<file path="config.mk">
export PLATFORM = sky130hd
export DESIGN_NAME = alu_acc_seq_flat
export DESIGN_NICKNAME = d
export VERILOG_FILES = /design/src/rtl/alu_acc_seq_if.sv /design/src/rtl/alu_acc_seq.sv /design/src/flat_wrapper.sv
export SDC_FILE = /design/constraint.sdc
export NUM_CORES = 1
export LEC_CHECK = 0
export CAP_MARGIN = 5
export CORE_MARGIN = 10
export CORE_UTILIZATION = 50
export CTS_CLUSTER_DIAMETER = 30
export DETAILED_ROUTE_END_ITERATION = 6
export GPL_TIMING_DRIVEN = 0
export PLACE_DENSITY_LB_ADDON = 0.25
export SYNTH_ARGS = -nofsm -noshare
export SYNTH_HDL_FRONTEND = slang
export SYNTH_SLANG_ARGS = --single-unit
</file>
<file path="constraint.sdc">
create_clock -name clk -period 3.9 [get_ports clk]
set_input_delay 0.585 -clock clk [delete_from_list [all_inputs] [get_ports clk]]
set_output_delay 0.585 -clock clk [all_outputs]
set_load 0.1 [all_outputs]
</file>
<file path="src/rtl/alu_acc_seq_if.sv">
// Request/result bundle between the operand sequencer and the accumulating ALU.
// Latency: none, this file only groups the wires.
// Backpressure: in_ready from the ALU side; results are never stalled.
// Ports (slave = ALU side):
//   in_valid/in_ready/input1/input2/opcode  op request handshake
//   out_valid/out/rem/flags/has_last_res    result pulse and held result
interface alu_acc_seq_if #(
  parameter int W = 16
);
  logic         in_valid;
  logic         in_ready;
  logic [W-1:0] input1;
  logic [W-1:0] input2;
  logic [3:0]   opcode;
  logic         out_valid;
  logic [W-1:0] out;
  logic [W-1:0] rem;
  logic [4:0]   flags;
  logic         has_last_res;

  modport master (
    output in_valid, input1, input2, opcode,
    input  in_ready, out_valid, out, rem, flags, has_last_res
  );

  modport slave (
    input  in_valid, input1, input2, opcode,
    output in_ready, out_valid, out, rem, flags, has_last_res
  );
endinterface

</file>
<file path="src/rtl/alu_acc_seq.sv">
// Accumulating ALU: chained ops on a running result, iterative shift-add MULT and restoring DIV.
// Latency: 1 cycle for single-cycle ops and DIV-by-zero, W+1 cycles for MULT/DIV.
// Backpressure: in_ready low while a MULT/DIV iterates; results are a one-cycle pulse, never stalled.
// Ports: clk, clear_n (async active-low), bus (alu_acc_seq_if.slave) carrying the request
//   handshake, operands, opcode, and the out/rem/flags/has_last_res result with out_valid.
//   flags = {err, dz, ovf, carry, zero}. CNT_W must satisfy 2**CNT_W > W.
module alu_acc_seq #(
  parameter int W     = 16,
  parameter int CNT_W = 5
) (
  input  logic           clk,
  input  logic           clear_n,
  alu_acc_seq_if.slave   bus
);

  localparam logic [3:0] OP_NOOP  = 4'h0;
  localparam logic [3:0] OP_ADD   = 4'h1;
  localparam logic [3:0] OP_SUB   = 4'h2;
  localparam logic [3:0] OP_MULT  = 4'h3;
  localparam logic [3:0] OP_DIV   = 4'h4;
  localparam logic [3:0] OP_AND   = 4'h5;
  localparam logic [3:0] OP_OR    = 4'h6;
  localparam logic [3:0] OP_XOR   = 4'h7;
  localparam logic [3:0] OP_NOT   = 4'h8;
  localparam logic [3:0] OP_RESET = 4'hF;

  localparam logic [CNT_W-1:0] CNT_LAST = CNT_W'(W - 1);

  typedef enum logic {S_IDLE, S_BUSY} state_t;

  state_t             state_q, state_d;
  logic [CNT_W-1:0]   cnt_q, cnt_d;
  logic [W-1:0]       acc_q, acc_d;
  logic               has_q, has_d;
  // Iteration registers: MULT keeps the 2W partial product in {hi,lo};
  // DIV keeps the partial remainder in hi and shifts dividend->quotient through lo.
  logic [W-1:0]       hi_q, hi_d;
  logic [W-1:0]       lo_q, lo_d;
  logic [W-1:0]       opnd_q, opnd_d;   // multiplicand or divisor
  logic               is_div_q, is_div_d;
  logic [W-1:0]       out_q, out_d;
  logic [W-1:0]       rem_q, rem_d;
  logic [4:0]         flags_q, flags_d;
  logic               ov_q, ov_d;

  logic [W-1:0]       a_sel, b_sel;
  logic               accept, is_long;

  // Once a result exists it becomes operand A and input1 slides into the B slot.
  assign a_sel   = has_q ? acc_q : bus.input1;
  assign b_sel   = has_q ? bus.input1 : bus.input2;
  assign accept  = bus.in_valid && (state_q == S_IDLE);
  // DIV by zero finishes in one cycle, so it never enters BUSY.
  assign is_long = (bus.opcode == OP_MULT) || ((bus.opcode == OP_DIV) && (b_sel != '0));

  // Single-cycle ALU
  logic [W:0]   add_w, sub_w;
  logic [W-1:0] sc_out, sc_rem;
  logic         sc_err, sc_dz, sc_ovf, sc_carry, sc_wr, sc_clr;

  always_comb begin
    add_w    = {1'b0, a_sel} + {1'b0, b_sel};
    sub_w    = {1'b0, a_sel} - {1'b0, b_sel};
    sc_out   = acc_q;
    sc_rem   = '0;
    sc_err   = 1'b0;
    sc_dz    = 1'b0;
    sc_ovf   = 1'b0;
    sc_carry = 1'b0;
    sc_wr    = 1'b0;
    sc_clr   = 1'b0;
    case (bus.opcode)
      OP_NOOP: begin
      end
      OP_ADD: begin
        sc_out   = add_w[W-1:0];
        sc_carry = add_w[W];
        sc_ovf   = (a_sel[W-1] == b_sel[W-1]) && (add_w[W-1] != a_sel[W-1]);
        sc_wr    = 1'b1;
      end
      OP_SUB: begin
        sc_out   = sub_w[W-1:0];
        sc_carry = sub_w[W];  // wraps high exactly when A < B
        sc_ovf   = (a_sel[W-1] != b_sel[W-1]) && (sub_w[W-1] != a_sel[W-1]);
        sc_wr    = 1'b1;
      end
      OP_MULT: begin
      end
      OP_DIV: begin
        // Only the divide-by-zero case is resolved here.
        sc_out = '1;
        sc_rem = a_sel;
        sc_dz  = 1'b1;
        sc_wr  = 1'b1;
      end
      OP_AND: begin
        sc_out = a_sel & b_sel;
        sc_wr  = 1'b1;
      end
      OP_OR: begin
        sc_out = a_sel | b_sel;
        sc_wr  = 1'b1;
      end
      OP_XOR: begin
        sc_out = a_sel ^ b_sel;
        sc_wr  = 1'b1;
      end
      OP_NOT: begin
        sc_out = ~a_sel;
        sc_wr  = 1'b1;
      end
      OP_RESET: begin
        sc_out = '0;
        sc_clr = 1'b1;
      end
      default: sc_err = 1'b1;
    endcase
  end

  // One MULT/DIV iteration
  logic [W:0]   mul_sum;
  logic [W:0]   div_sh;
  logic [W-1:0] div_dif;
  logic         div_ge;
  logic [W-1:0] step_hi, step_lo;

  always_comb begin
    mul_sum = {1'b0, hi_q} + (lo_q[0] ? {1'b0, opnd_q} : {(W+1){1'b0}});
    div_sh  = {hi_q, lo_q[W-1]};
    div_ge  = div_sh >= {1'b0, opnd_q};
    // Only used when div_ge, where the true difference is below the divisor and fits W bits.
    div_dif = div_sh[W-1:0] - opnd_q;
    if (is_div_q) begin
      step_hi = div_ge ? div_dif : div_sh[W-1:0];
      step_lo = {lo_q[W-2:0], div_ge};
    end else begin
      step_hi = mul_sum[W:1];
      step_lo = {mul_sum[0], lo_q[W-1:1]};
    end
  end

  // Next-state and result logic
  always_comb begin
    state_d  = state_q;
    cnt_d    = cnt_q;
    acc_d    = acc_q;
    has_d    = has_q;
    hi_d     = hi_q;
    lo_d     = lo_q;
    opnd_d   = opnd_q;
    is_div_d = is_div_q;
    out_d    = out_q;
    rem_d    = rem_q;
    flags_d  = flags_q;
    ov_d     = 1'b0;
    case (state_q)
      S_IDLE: begin
        if (accept) begin
          if (is_long) begin
            state_d  = S_BUSY;
            cnt_d    = '0;
            is_div_d = (bus.opcode == OP_DIV);
            opnd_d   = (bus.opcode == OP_DIV) ? b_sel : a_sel;
            hi_d     = '0;
            lo_d     = (bus.opcode == OP_DIV) ? a_sel : b_sel;
          end else begin
            ov_d    = 1'b1;
            out_d   = sc_out;
            rem_d   = sc_rem;
            flags_d = {sc_err, sc_dz, sc_ovf, sc_carry, (sc_out == '0)};
            if (sc_wr) begin
              acc_d = sc_out;
              has_d = 1'b1;
            end
            if (sc_clr) begin
              acc_d = '0;
              has_d = 1'b0;
            end
          end
        end
      end
      S_BUSY: begin
        hi_d  = step_hi;
        lo_d  = step_lo;
        cnt_d = cnt_q + CNT_W'(1);
        if (cnt_q == CNT_LAST) begin
          state_d = S_IDLE;
          ov_d    = 1'b1;
          out_d   = step_lo;
          rem_d   = is_div_q ? step_hi : '0;
          // MULT overflow: anything left in the upper half of the full product.
          flags_d = {1'b0, 1'b0, (!is_div_q && (step_hi != '0)), 1'b0, (step_lo == '0)};
          acc_d   = step_lo;
          has_d   = 1'b1;
        end
      end
      default: state_d = S_IDLE;
    endcase
  end

  always_ff @(posedge clk or negedge clear_n) begin
    if (!clear_n) begin
      state_q  <= S_IDLE;
      cnt_q    <= '0;
      acc_q    <= '0;
      has_q    <= 1'b0;
      hi_q     <= '0;
      lo_q     <= '0;
      opnd_q   <= '0;
      is_div_q <= 1'b0;
      out_q    <= '0;
      rem_q    <= '0;
      flags_q  <= '0;
      ov_q     <= 1'b0;
    end else begin
      state_q  <= state_d;
      cnt_q    <= cnt_d;
      acc_q    <= acc_d;
      has_q    <= has_d;
      hi_q     <= hi_d;
      lo_q     <= lo_d;
      opnd_q   <= opnd_d;
      is_div_q <= is_div_d;
      out_q    <= out_d;
      rem_q    <= rem_d;
      flags_q  <= flags_d;
      ov_q     <= ov_d;
    end
  end

  assign bus.in_ready     = (state_q == S_IDLE);
  assign bus.out_valid    = ov_q;
  assign bus.out          = out_q;
  assign bus.rem          = rem_q;
  assign bus.flags        = flags_q;
  assign bus.has_last_res = has_q;

endmodule

</file>
<file path="src/flat_wrapper.sv">
// flat-port wrapper written by rule: the top's interface ports become plain ports
module alu_acc_seq_flat 
#(
  parameter int W     = 16,
  parameter int CNT_W = 5
)
  (clk, clear_n, bus_in_valid, bus_input1, bus_input2, bus_opcode, bus_in_ready, bus_out_valid, bus_out, bus_rem, bus_flags, bus_has_last_res);
  alu_acc_seq_if #(.W(W)) bus_i ();
  input  logic clk;
  input  logic clear_n;
  input wire logic [$bits(bus_i.in_valid)-1:0] bus_in_valid;
  input wire logic [$bits(bus_i.input1)-1:0] bus_input1;
  input wire logic [$bits(bus_i.input2)-1:0] bus_input2;
  input wire logic [$bits(bus_i.opcode)-1:0] bus_opcode;
  output wire logic [$bits(bus_i.in_ready)-1:0] bus_in_ready;
  output wire logic [$bits(bus_i.out_valid)-1:0] bus_out_valid;
  output wire logic [$bits(bus_i.out)-1:0] bus_out;
  output wire logic [$bits(bus_i.rem)-1:0] bus_rem;
  output wire logic [$bits(bus_i.flags)-1:0] bus_flags;
  output wire logic [$bits(bus_i.has_last_res)-1:0] bus_has_last_res;
  assign bus_i.in_valid = bus_in_valid;
  assign bus_i.input1 = bus_input1;
  assign bus_i.input2 = bus_input2;
  assign bus_i.opcode = bus_opcode;
  assign bus_in_ready = bus_i.in_ready;
  assign bus_out_valid = bus_i.out_valid;
  assign bus_out = bus_i.out;
  assign bus_rem = bus_i.rem;
  assign bus_flags = bus_i.flags;
  assign bus_has_last_res = bus_i.has_last_res;
  alu_acc_seq #(.W(W), .CNT_W(CNT_W)) u_core (.clk(clk), .clear_n(clear_n), .bus(bus_i));
endmodule
</file>
==> impl_metrics.py <==
metrics = {
    "outcome": {
        "status": "complete, but fails checks",
        "violations": "setup timing",
    },
    "sta": {
        "period_share": 1.03,
        "fmax_mhz": 249,
        "layout_min_cycle_time_ns": 4.02,
        "worst_slew_pin_slew_ns": 1.01,
        "timing.slew.headroom": 0.325,
        "finalMaxSlewViolations": 0,
        "fin_ws_ns": -0.122,
        "hold_violations": 0,
        "setup_viol": 6,
        "hold_slack_ns": 0.172,
        "rsz0062_at_grt": "yes",
        "fin_skew_ns": 0.0277,
    },
    "yosys": {
        "synth_edf_count": 0,
        "synth_area_leader_cell": "dfrtp_1",
        "seq_area_frac_synth": 0.249,
        "yosysUniqueCellTypes": 81,
        "async_flop_share": 1.00,
        "ys_top_cells_by_count": "nand2_1 (155), o21ai_0 (128), dfrtp_1 (110)",
        "avgSynthCellArea_um2": 7.75,
        "synth_seq_cells": 110,
        "yosys_warnings": 0,
        "synthCells": 1425,
        "yosys-top-cells-area": "dfrtp_1 (25%), ha_1 (9.7%), o21ai_0 (5.8%)",
        "yosysMostFrequentCell": "nand2_1",
        "syn-num-nets": 1554,
        "ys.flop_type": "dfrtp_1",
        "synth_top_area_frac": 0.249,
        "syn-cell-area_um2": 11000,
    },
    "finish": {
        "synthToLayoutAreaGrowth_pct": 22.8,
        "drive_gt1_frac": 0.135,
        "antenna_cells": 0,
        "finalNonFillerCells": 1841,
        "nNetsFinal": 1685,
    },
    "drt": {
        "firstDrtPassIters": 6,
        "num_vias": 12700,
        "ant_nets": 0,
        "avgRoutedWirePerCell_um": 27.0,
        "finalWirelength_mm": 49.8,
        "drc": 0,
        "viasPerCell": 6.91,
        "dr.first_iter.drc_count": 1713,
    },
    "die": {
        "start_util": 0.507,
        "die-area_um2": 28400,
        "core_um2": 21800,
        "die_x_um": 169,
        "ioPinCount": 79,
        "rows": 54,
        "die-height_um": 169,
    },
    "setup_path": {
        "crit_path_max_incr_delay_ns": 0.50,
        "cpMaxStageDelayCell": "dfrtp_4",
        "cp-start-kind": "register",
        "end_kind": "register",
        "critPathArrivalTime_ns": 4.33,
        "cp_top_family": "compound AO/OA/AOI/OAI gates",
        "cp.required_ns": 4.21,
        "crit_type": "reg -> reg",
        "worstPathMaxFanout": 8,
        "path_common_cell": "buf_12",
        "cp_cell_sequence": "buf_12 > buf_12 > buf_12 > buf_12 > mux2i_4 > ha_4 > buf_4 > or3_1 > o21bai_4 > buf_4 > nand2_1 > xnor2_1 > a221o_1 > o22ai_1 > nand4b_1 > nor4_1 > a21o_1",
        "worst-path-buf-inv": 6,
    },
    "clock_network": {
        "clk_root_buffer_cell": "clkbuf_16",
        "h-tree-depth": 3,
        "cts_tree": "built",
        "clk_path_buf_depth": 2,
        "cts.sinks": 110,
        "cts_hold_buf": 0,
        "cts_buffers": 9,
        "clkTransAtPathRegs_ns": 0.09,
        "clock_latency_ns": 0.38,
    },
    "global_routing": {
        "grt_remaining_overflow": 0,
        "grt_pass1_vias": 12300,
        "track_usage": 0.332,
        "antenna_found_initial": 0,
        "grt_pass1_wl_mm": 73.7,
        "grt_start_max_net_pins": 57,
    },
    "placement": {
        "dp.cells": 1783,
        "port_buffers": 77,
        "gp_congestion": 1.07,
        "dp_hpwl_mm": 37.3,
    },
    "run": {
        "max_cap_violations": 0,
    },
    "min_path": {
        "hold_class": "in -> async",
    },
}
==> sequential cells by signal, indices dropped and copies added (netlist names) <==
signal                   flops
u_core.bus.flags             5
u_core.hi_q                 16
u_core.bus.has_last_res      1
u_core.bus.rem              16
u_core.is_div_q              1
u_core.bus.out              16
u_core.state_q               1
u_core.opnd_q               16
u_core.bus.out_valid         1
u_core.lo_q                 16
u_core.cnt_q                 5
u_core.acc_q                16
==> logic make-up (layout without fill, tap and decap cells) <==
family / count (synthesis) / after routing / synth area share
AOI/OAI and AO/OA: 484 / 484 / 0.289
and+or+nand+nor: 467 / 467 / 0.206
buffers and inverters: 177 / 313 / 0.0628
DFF: 110 / 110 / 0.249
adders and majority gates: 90 / 90 / 0.105
muxes: 78 / 78 / 0.0736
xor gates and xnor gates: 19 / 19 / 0.0151
==> final cells by class <==
cell class | count | area (µm²)
Clock inverter | 6 | 60.1
Buffer | 87 | 442
Timing Repair Buffer | 124 | 1200
Sequential cell | 110 | 2760
Multi-Input combinational cell | 1138 | 8190
Fill cell | 1955 | 8200
Tap cell | 280 | 350
Clock buffer | 10 | 239
Inverter | 86 | 323
==> cell usage in the layout (no fill, tap or decap), drive strengths merged, types with 16 or more instances in the layout <==
master and n:
dfrtp 110, a21o 16, nand2 155, a211oi 32, buf 75, nor2 91
inv 89, or3 16, o22ai 26, ha 86, o21ai 147, a31oi 20
a21oi 87, clkdlybuf4s50 75, clkbuf 70, nor3 35, nand3 44, nor4 20
mux2i 62, nor2b 17, mux2 16, and2 27
==> path summary, 6_finish.rpt <==
path / from / cells after the start / to / slack [ns]
setup / recovery: u_core.bus.has_last_res$_DFFE_PN0P_ / 17 / u_core.bus.flags[0]$_DFFE_PN0P_ / -0.12
hold / removal: clear_n / 1 / u_core.bus.rem[13]$_DFFE_PN0P_ / 0.17
setup reg to reg: u_core.bus.has_last_res$_DFFE_PN0P_ / 17 / u_core.bus.flags[0]$_DFFE_PN0P_ / -0.12
hold reg to reg: u_core.bus.rem[5]$_DFFE_PN0P_ / 2 / u_core.bus.rem[5]$_DFFE_PN0P_ / 0.48
max in group asynchronous: clear_n / 2 / u_core.bus.has_last_res$_DFFE_PN0P_ / 3.03
min in group clk: u_core.bus.rem[5]$_DFFE_PN0P_ / 2 / u_core.bus.rem[5]$_DFFE_PN0P_ / 0.48
==> metal layers <==
metal | part of all wire | global-route usage | wire length (µm) | up-vias
met2 | 0.45 | 0.528 | 22200 | 937
met5 | 0 | 0 | 0 | -
met4 | 0.084 | 0.232 | 4190 | 0
met3 | 0.10 | 0.0600 | 5170 | 267
met1 | 0.37 | 0.399 | 18200 | 5992
li1 | - | - | - | 5530
==> through the flow <==
stage | utilization | worst slack [ns] | setup TNS [ns] | cell area, µm²
2_1_floorplan | - | 0.0265 | 0 | 11100
3_3_place_gp | 0.562 | -2.91 | -262.84 | 12200
3_5_place_dp | 0.563 | -1.00 | -33.43 | 12300
4_1_cts | 0.598 | -0.113 | -0.266 | 13000
5_1_grt | 0.623 | -0.158 | -0.615 | 13600
6_report | 0.623 | -0.122 | -0.295 | 13600
==> what timing repair did <==
| action | CTS | global route |
|---|---|---|
| gates cloned | 0 | 1 |
| pin swaps | 11 | 22 |
| setup buffers | 20 | 26 |
| endpoints found under the hold margin | 0 | 0 |
| resized for setup | 63 | 84 |
| setup endpoints to repair | 38 | 54 |
Power is left out: the tool's default activity adds up to more than one toggle a clock period on the data nets, which glitch-free logic cannot reach.
